===== src/rtl/alu64_sequencer.sv =====
// alu64_sequencer: runs one 64-bit ALU operation as two passes (low half, then high half)
// over a shared HALF_W-bit ALU, chaining carry/borrow between the passes.
// Ports:
//   clk, rst                      clock (rising edge), asynchronous active-high reset
//   req_valid/req_ready           request handshake; req_cmd, req_a, req_b, req_cin payload
//   rsp_valid/rsp_ready           response handshake; rsp_result, rsp_n/z/c/v, rsp_err payload
//   alu_in1, alu_in2, alu_cmd,    registered drive into the ALU
//   alu_cin
//   alu_out, alu_cout, alu_v,     combinational results from the ALU
//   alu_n, alu_z
module alu64_sequencer #(
   parameter int unsigned HALF_W = 32
) (
   input  logic                clk,
   input  logic                rst,
   input  logic                req_valid,
   output logic                req_ready,
   input  logic [3:0]          req_cmd,
   input  logic [2*HALF_W-1:0] req_a,
   input  logic [2*HALF_W-1:0] req_b,
   input  logic                req_cin,
   output logic                rsp_valid,
   input  logic                rsp_ready,
   output logic [2*HALF_W-1:0] rsp_result,
   output logic                rsp_n,
   output logic                rsp_z,
   output logic                rsp_c,
   output logic                rsp_v,
   output logic                rsp_err,
   output logic [HALF_W-1:0]   alu_in1,
   output logic [HALF_W-1:0]   alu_in2,
   output logic [3:0]          alu_cmd,
   output logic                alu_cin,
   input  logic [HALF_W-1:0]   alu_out,
   input  logic                alu_cout,
   input  logic                alu_v,
   input  logic                alu_n,
   input  logic                alu_z
);
   localparam int unsigned W = 2 * HALF_W;

   localparam logic [3:0] CMD_NOP = 4'b0000;
   localparam logic [3:0] CMD_ADD = 4'b0010;
   localparam logic [3:0] CMD_ADC = 4'b0011;
   localparam logic [3:0] CMD_SUB = 4'b0100;
   localparam logic [3:0] CMD_SBC = 4'b0101;

   typedef enum logic [1:0] {IDLE, LO, HI, DONE} state_t;

   state_t            state, state_d;
   logic [3:0]        cmd_q, cmd_d;
   logic [HALF_W-1:0] a_hi_q, a_hi_d, b_hi_q, b_hi_d;
   logic [HALF_W-1:0] res_lo_q, res_lo_d;
   logic              z_lo_q, z_lo_d;

   logic              req_ready_d, rsp_valid_d;
   logic [W-1:0]      rsp_result_d;
   logic              rsp_n_d, rsp_z_d, rsp_c_d, rsp_v_d, rsp_err_d;
   logic [HALF_W-1:0] alu_in1_d, alu_in2_d;
   logic [3:0]        alu_cmd_d;
   logic              alu_cin_d;

   function automatic logic is_supported(input logic [3:0] cmd);
      case (cmd)
         4'b0001, CMD_ADD, CMD_ADC, CMD_SUB, CMD_SBC,
         4'b0110, 4'b0111, 4'b1000, 4'b1001: return 1'b1;
         default:                             return 1'b0;
      endcase
   endfunction

   function automatic logic is_add(input logic [3:0] cmd);
      return (cmd == CMD_ADD) || (cmd == CMD_ADC);
   endfunction

   function automatic logic is_sub(input logic [3:0] cmd);
      return (cmd == CMD_SUB) || (cmd == CMD_SBC);
   endfunction

   // High pass always uses the carry-aware form of add/subtract
   function automatic logic [3:0] hi_cmd(input logic [3:0] cmd);
      if (!is_supported(cmd)) return CMD_NOP;
      if (is_add(cmd))        return CMD_ADC;
      if (is_sub(cmd))        return CMD_SBC;
      return cmd;
   endfunction

   // State register plus all registered outputs
   always_ff @(posedge clk or posedge rst) begin
      if (rst) begin
         state      <= IDLE;
         cmd_q      <= CMD_NOP;
         a_hi_q     <= '0;
         b_hi_q     <= '0;
         res_lo_q   <= '0;
         z_lo_q     <= 1'b0;
         req_ready  <= 1'b1;
         rsp_valid  <= 1'b0;
         rsp_result <= '0;
         rsp_n      <= 1'b0;
         rsp_z      <= 1'b0;
         rsp_c      <= 1'b0;
         rsp_v      <= 1'b0;
         rsp_err    <= 1'b0;
         alu_in1    <= '0;
         alu_in2    <= '0;
         alu_cmd    <= CMD_NOP;
         alu_cin    <= 1'b0;
      end else begin
         state      <= state_d;
         cmd_q      <= cmd_d;
         a_hi_q     <= a_hi_d;
         b_hi_q     <= b_hi_d;
         res_lo_q   <= res_lo_d;
         z_lo_q     <= z_lo_d;
         req_ready  <= req_ready_d;
         rsp_valid  <= rsp_valid_d;
         rsp_result <= rsp_result_d;
         rsp_n      <= rsp_n_d;
         rsp_z      <= rsp_z_d;
         rsp_c      <= rsp_c_d;
         rsp_v      <= rsp_v_d;
         rsp_err    <= rsp_err_d;
         alu_in1    <= alu_in1_d;
         alu_in2    <= alu_in2_d;
         alu_cmd    <= alu_cmd_d;
         alu_cin    <= alu_cin_d;
      end
   end

   // Next state; ALU drive values are loaded one edge ahead of the pass that uses them
   always_comb begin
      state_d      = state;
      cmd_d        = cmd_q;
      a_hi_d       = a_hi_q;
      b_hi_d       = b_hi_q;
      res_lo_d     = res_lo_q;
      z_lo_d       = z_lo_q;
      req_ready_d  = req_ready;
      rsp_valid_d  = rsp_valid;
      rsp_result_d = rsp_result;
      rsp_n_d      = rsp_n;
      rsp_z_d      = rsp_z;
      rsp_c_d      = rsp_c;
      rsp_v_d      = rsp_v;
      rsp_err_d    = rsp_err;
      alu_in1_d    = '0;
      alu_in2_d    = '0;
      alu_cmd_d    = CMD_NOP;
      alu_cin_d    = 1'b0;

      case (state)
         IDLE: begin
            if (req_valid && req_ready) begin
               state_d     = LO;
               req_ready_d = 1'b0;
               cmd_d       = req_cmd;
               a_hi_d      = req_a[W-1:HALF_W];
               b_hi_d      = req_b[W-1:HALF_W];
               alu_in1_d   = req_a[HALF_W-1:0];
               alu_in2_d   = req_b[HALF_W-1:0];
               alu_cmd_d   = is_supported(req_cmd) ? req_cmd : CMD_NOP;
               alu_cin_d   = ((req_cmd == CMD_ADC) || (req_cmd == CMD_SBC)) ? req_cin : 1'b0;
            end
         end
         LO: begin
            state_d   = HI;
            res_lo_d  = alu_out;
            z_lo_d    = alu_z;
            alu_in1_d = a_hi_q;
            alu_in2_d = b_hi_q;
            alu_cmd_d = hi_cmd(cmd_q);
            // ALU reports borrow on subtract while SBC wants "no borrow" as carry-in
            if (is_add(cmd_q))      alu_cin_d = alu_cout;
            else if (is_sub(cmd_q)) alu_cin_d = ~alu_cout;
         end
         HI: begin
            state_d     = DONE;
            rsp_valid_d = 1'b1;
            if (is_supported(cmd_q)) begin
               rsp_result_d = {alu_out, res_lo_q};
               rsp_n_d      = alu_n;
               rsp_z_d      = z_lo_q & alu_z;
               rsp_c_d      = (is_add(cmd_q) || is_sub(cmd_q)) ? alu_cout : 1'b0;
               rsp_v_d      = (is_add(cmd_q) || is_sub(cmd_q)) ? alu_v : 1'b0;
               rsp_err_d    = 1'b0;
            end else begin
               rsp_result_d = '0;
               rsp_n_d      = 1'b0;
               rsp_z_d      = 1'b1;
               rsp_c_d      = 1'b0;
               rsp_v_d      = 1'b0;
               rsp_err_d    = 1'b1;
            end
         end
         DONE: begin
            if (rsp_ready) begin
               state_d     = IDLE;
               rsp_valid_d = 1'b0;
               req_ready_d = 1'b1;
            end
         end
         default: state_d = IDLE;
      endcase
   end

endmodule


===== config.mk =====
export PLATFORM = sky130hd
export DESIGN_NAME = alu64_sequencer
export DESIGN_NICKNAME = d
export VERILOG_FILES = /design/src/rtl/alu64_sequencer.sv
export SDC_FILE = /design/constraint.sdc
export NUM_CORES = 1
export LEC_CHECK = 0
export CAP_MARGIN = 20
export CORE_MARGIN = 5
export CORE_UTILIZATION = 30
export DETAILED_ROUTE_END_ITERATION = 10
export PLACE_DENSITY = 0.64
export SLEW_MARGIN = 20
export SYNTH_ARGS = -nofsm -noshare
export SYNTH_HDL_FRONTEND = slang
export SYNTH_SLANG_ARGS = --single-unit

===== constraint.sdc =====
create_clock -name clk -period 12.3 [get_ports clk]
set_input_delay 1.845 -clock clk [delete_from_list [all_inputs] [get_ports clk]]
set_output_delay 1.845 -clock clk [all_outputs]
set_load 0.03 [all_outputs]

## After elaboration in Yosys (flattened, before gate mapping)

Memories as Yosys holds them, arrays and structs flattened.
Index checks and enable logic that the tools add are counted.

- Bits in registers: 243
- Input port bits: 173
- Memories: 3
- Memory bits (read-only): 48
- Memory bits (writable): 0
- Word-level logic and storage cells: 93
- Latch bits: 0

Memories:

| name | depth | width | rd ports | clocked after Yosys merged registers in | write ports | RTL line | RTL |
|---|---|---|---|---|---|---|---|
| (no name shown) | 16 | 1 | 1 | 0 | 0 | 64 | `case (cmd)` |
| (no name shown) | 16 | 1 | 1 | 0 | 0 | 64 |  |
| (no name shown) | 16 | 1 | 1 | 0 | 0 | 64 |  |

- Multiplexer cells: 47
- $add $sub $neg: 0
- Magnitude comparators: 0
- Shift-type cells: 0
- Eq/ne operators: 11
- Bitwise operators: 2
- Reductions and logical operators: 12
- Divide/modulo/power cells: 0
- Multipliers: 0

Operators with widths:

| kind | number |
|---|---|
| case mux 32 bit (2 select lines) | 2 |
| two-way mux 32 bit | 2 |
| two-way mux 64 bit | 1 |
| two-way mux 4 bit | 8 |
| two-way mux 1 bit | 27 |
| == test 4 x 2 -> 1 bit, second input constant | 3 |
| == test 4 x 3 -> 1 bit, second input constant | 3 |
| case mux 2 bit (4 select lines) | 1 |
| case mux 4 bit (2 select lines) | 1 |
| case mux 1 bit (2 select lines) | 3 |
| AND reduction 2 bit | 3 |
| == test 2 bit, second input constant | 2 |
| logical OR 1 bit | 4 |
| two-way mux 2 bit | 2 |
| != test 2 bit, second input constant | 2 |
| nonzero test 2 bit | 2 |
| AND reduction 3 bit | 1 |
| == test 2 x 1 -> 1 bit, second input constant | 1 |
| logical NOT 2 bit | 1 |
| AND 1 bit | 1 |
| logical AND 1 bit | 1 |
| inverter 1 bit | 1 |

## Longest topological paths before layout

- Depth in word-level cells: 13
- Gate-level depth with buffers: 8
- Gate-level depth less buffers: 5

## Worst setup path after synthesis

OpenSTA, ideal clock, no wires.

- Kind: input port to flip-flop
- Start: input port req_valid
- End: register alu_cmd[1]
- Cell stages on the path: 4
- Library setup time: 0.121 ns
- Path slack: 9.642 ns
- Data arrival time: 2.537 ns
- Path through: nand3_1 -> clkbuf_1 -> nor2_1 -> a22o_1

- Word-level cells in the longest chain between the ends: 3

RTL lines:

| element | RTL line | RTL |
|---|---|---|
| from (decl) | 16 | `input logic req_valid,` |
| logical AND 1 bit | 153 | `if (req_valid && req_ready) begin` |
| two-way mux 4 bit | 153 |  |
| case mux 4 bit (2 select lines) | 151 | `case (state)` |
| via alu_cmd_d[1] | 60 | `logic [3:0] alu_cmd_d;` |
| to (signal assigned) | 125 | `alu_cmd <= alu_cmd_d;` |
| to (decl) | 32 | `output logic [3:0] alu_cmd,` |

The timed path passes the listed nets, and every way through them passes these cells.
A chain may end at the register's enable or synchronous reset.

## Worst setup path after layout

- Start: input port req_valid
- End: register alu_cmd[0]

The elaborated chain is that of the path after synthesis.

==> tab_implementation.tex <==
\begin{tabular}{lr}
\hline
Metric & Value \\
\hline
\multicolumn{2}{l}{\textbf{Outcome}} \\
\quad Outcome & complete, no violations \\
\multicolumn{2}{l}{\textbf{Min path}} \\
\quad Hold path start & b\_hi\_q[19] \\
\quad Class of the tightest hold or removal check & reg -> reg \\
\multicolumn{2}{l}{\textbf{Clock tree}} \\
\quad Root buffer selected by CTS & clkbuf\_16 \\
\quad H-tree lvl count & 1 \\
\quad Sink count of the clock tree & 243 \\
\quad Clk slew on worst S/H paths & 60 ps \\
\quad CTS tree & yes \\
\quad Post-CTS Hold Fix Bufs & 0 \\
\quad Clock buffer depth & 3 \\
\quad Post CTS Setup Buffer Count & 0 \\
\quad Inserted Clock Buffers & 27 \\
\quad Number of gates given a new drive strength after cts & 0 \\
\quad Clock latency on the worst-skew pair & 520 ps \\
\multicolumn{2}{l}{\textbf{Synth}} \\
\quad Syn Inst Count & around 700 \\
\quad Net Count, Synth & a little under 900 \\
\quad Top cell type's share of synthesized area & 0.677 \\
\quad Synthesis-stage register bit count & 243 \\
\quad Yosys warning count & 0 \\
\quad Synth Cell Area & approximately 0.0089 mm\^{}2 \\
\quad Largest area contributor in the synthesized netlist & dfrtp\_1 \\
\quad Number of distinct library cells after synthesis & 29 \\
\quad Area contributors post-synth & dfrtp\_1 (68\%), a22o\_1 (13\%), nand2\_1 (8.8\%) \\
\quad Register area share after synthesis & 0.680 \\
\quad Syn\_area\_per\_cell & $\sim$13 um\^{}2 \\
\multicolumn{2}{l}{\textbf{Die}} \\
\quad Starting Density & 0.303 \\
\quad Overall die height & 183 um \\
\quad Num rows & between 60 and 70 \\
\quad Width of the die & 183 um \\
\quad Die outline area & roughly 0.033 mm\^{}2 \\
\quad I/O Pins & $\sim$310 \\
\quad Core ar. & 0.0296 mm\^{}2 \\
\multicolumn{2}{l}{\textbf{Global route}} \\
\quad Wire length of the first global-routing pass & approximately 39 mm \\
\quad Largest net degree at the start of global routing & 113 \\
\quad Antenna violations before repair & 3 \\
\quad Vias in the first global route & 6,763 \\
\quad Grt total ovfl & 0 \\
\quad Total global-route track usage & 0.146 \\
\multicolumn{2}{l}{\textbf{STA}} \\
\quad Worst-case setup margin in the final layout & 8630 ps \\
\quad Final slew viol count & 0 \\
\quad Maximum clock skew at final layout & between 10 and 15 ps \\
\quad RSZ-0062 raised after global routing & false \\
\quad Final setup violating endpoints & 0 \\
\quad Hold Violations, Final & 0 \\
\quad Worst-margin pin slew & between 1000 and 1500 ps \\
\quad Rel. slew slack & 0.272 \\
\quad Clock period minus worst slack & 3670 ps \\
\quad Sum Neg Setup Slack & 0 ps \\
\quad Portion of the clock cycle consumed by the worst path in the final layout & 0.298 \\
\quad Maximum clock rate & 273 MHz \\
\multicolumn{2}{l}{\textbf{Route}} \\
\quad Detailed-route via count & 6,506 \\
\quad Vias/cell & roughly 4.6 \\
\quad Final antenna-violating net count & 0 \\
\quad Number of DRC markers after the initial detailed-route iteration & approximately 350 \\
\quad Routed len/inst & $\sim$18 um \\
\quad Pre-Repair DR Iteration Count & 4 \\
\quad Total wire length after detailed routing & 25.3 mm \\
\quad Drt drc & 0 \\
\multicolumn{2}{l}{\textbf{Final layout}} \\
\quad Area Overhead vs Synth & 47.9\% \\
\quad Leading cell types in the layout, fill and taps excluded & clkdlybuf4s50\_1 (312), dfrtp\_1 (242), nand2\_1 (209) \\
\quad Number of fill cells & between 2,000 and 3,000 \\
\quad Layout cells sized above 1 & 0.0866 \\
\quad Commonest non-fill, non-tap cell in the layout & clkdlybuf4s50\_1 \\
\quad N\_diodes & 0 \\
\quad Number of nets at the end of the flow & roughly 1,200 \\
\quad Finished Cell Area & 0.0132 mm\^{}2 \\
\multicolumn{2}{l}{\textbf{Critical path}} \\
\quad Ordered list of cells on the worst path & clkdlybuf4s50\_1 > and3\_4 > buf\_4 > nand3\_1 > o31ai\_1 \\
\quad Reg2reg setup slack & 9690 ps \\
\quad CP Launch Point & req\_valid \\
\quad CP required & between 10,000 and 15,000 ps \\
\quad R2R Path Start & state[0] \\
\quad Crit Path Max Fanout & 105 \\
\quad Capturing element type of the critical path & register \\
\quad Slowest cell on the critical path & buf\_4 \\
\quad CP Class & in -> reg \\
\quad Arrival @ worst endpoint & between 4000 and 5000 ps \\
\quad Maximum single-stage delay on the critical path & 870 ps \\
\quad Nature of the critical path startpoint & input port \\
\multicolumn{2}{l}{\textbf{Power and ir drop}} \\
\quad Leak Pwr & 0.00604 uW \\
\quad Max IR drop VDD & 126 uV \\
\quad Ratio of total power to cell area & 268 mW/mm\^{}2 \\
\multicolumn{2}{l}{\textbf{Placed design}} \\
\quad Input/output buffers & around 310 \\
\quad Dpl ws & around 8100 ps \\
\quad Routability cong. & 0.772 \\
\quad Placed cell area & 0.0124 mm\^{}2 \\
\quad Post-detailed-placement half-perimeter wirelength & 17.1 mm \\
\multicolumn{2}{l}{\textbf{Run}} \\
\quad Max-capacitance violation count & 0 \\
\hline
\end{tabular}
## layer usage
metal	GRT usage	part of all wire	vias up
met2	0.228	0.46	247
met5	0	0.0019	-
met1	0.190	0.41	3157
met3	0.0628	0.10	40
li1	-	-	3056
met4	0.0300	0.022	6
## through the flow
stage	cells	power [uW]	util	hold WS, ps
after floorplan	714	2240	-	446
final	1418	3540	0.448	473
after CTS	1418	3600	0.448	479
after detailed placement	1374	2830	0.420	464
after global placement	1374	2800	0.420	458
after global routing	1418	3750	0.448	492
## cell usage after synthesis
cell type and n:
a21oi_1 3, a22o_1 131, and3_1 1, and3b_1 1, buf_2 17, buf_4 1
buf_6 4, clkbuf_1 27, dfrtp_1 242, dfstp_2 1, ha_1 4, inv_1 6
inv_2 1, mux2_2 34, mux2i_1 1, nand2_1 209, nand2b_1 1, nand3_1 4
nor2_1 8, nor2b_1 2, nor3_2 1, nor3b_1 1, nor4_2 1, o21a_1 1
o21ai_0 4, o22ai_1 1, o2bb2ai_1 2, o31ai_1 3, xor2_1 2
## logic make-up after synthesis
logic type / count (synthesis) / synth area share
flops: 243 / 0.680
simple gates: 229 / 0.100
compound gates: 145 / 0.138
buf+inv: 56 / 0.0297
mux: 35 / 0.0439
fa+ha+maj: 4 / 0.00560
xor+xnor: 2 / 0.00196
## flip-flops by register name (all words and copies together) (netlist names), 2 cells and up
register    count
alu_in1        32
alu_in2        32
rsp_result     64
cmd_q           4
state           2
res_lo_q       32
b_hi_q         32
a_hi_q         32
alu_cmd         4
## final timing paths
| check | end | depth (start not counted) |
|---|---|---|
| max | alu_cmd[0] | 5 |
| min | b_hi_q[19] | 2 |
| max reg2reg | alu_cmd[0] | 6 |
| min reg2reg | b_hi_q[19] | 2 |
| max in group asynchronous | alu_in1[0] | 3 |
| min in group asynchronous | rsp_result[15] | 2 |
## power by group
group          leakage, uW  internal [uW]  switching, uW
Combinational      0.00253            654            825
Sequential         0.00310           1140            171
Clock             0.000410            441            310
## layout make-up
class | count | area [um^2] | area share
clock buffers | 38 | 787 | 0.0595
clock inverters | 6 | 38.8 | 0.00293
inverters | 7 | 33.8 | 0.00255
multi-input cells | 415 | 2620 | 0.198
flip-flops and latches | 243 | 6080 | 0.460
well taps | 390 | 488 | 0.0369
repair buffers | 319 | 3180 | 0.240
## critical path: cells and delay by family
kind | cells | cell delay [ps]
AOI/OAI and AO/OA | 1 | 120
buffers and inverters | 2 | 1410
and+or+nand+nor | 2 | 610
Power figures use the tool's default switching activity.
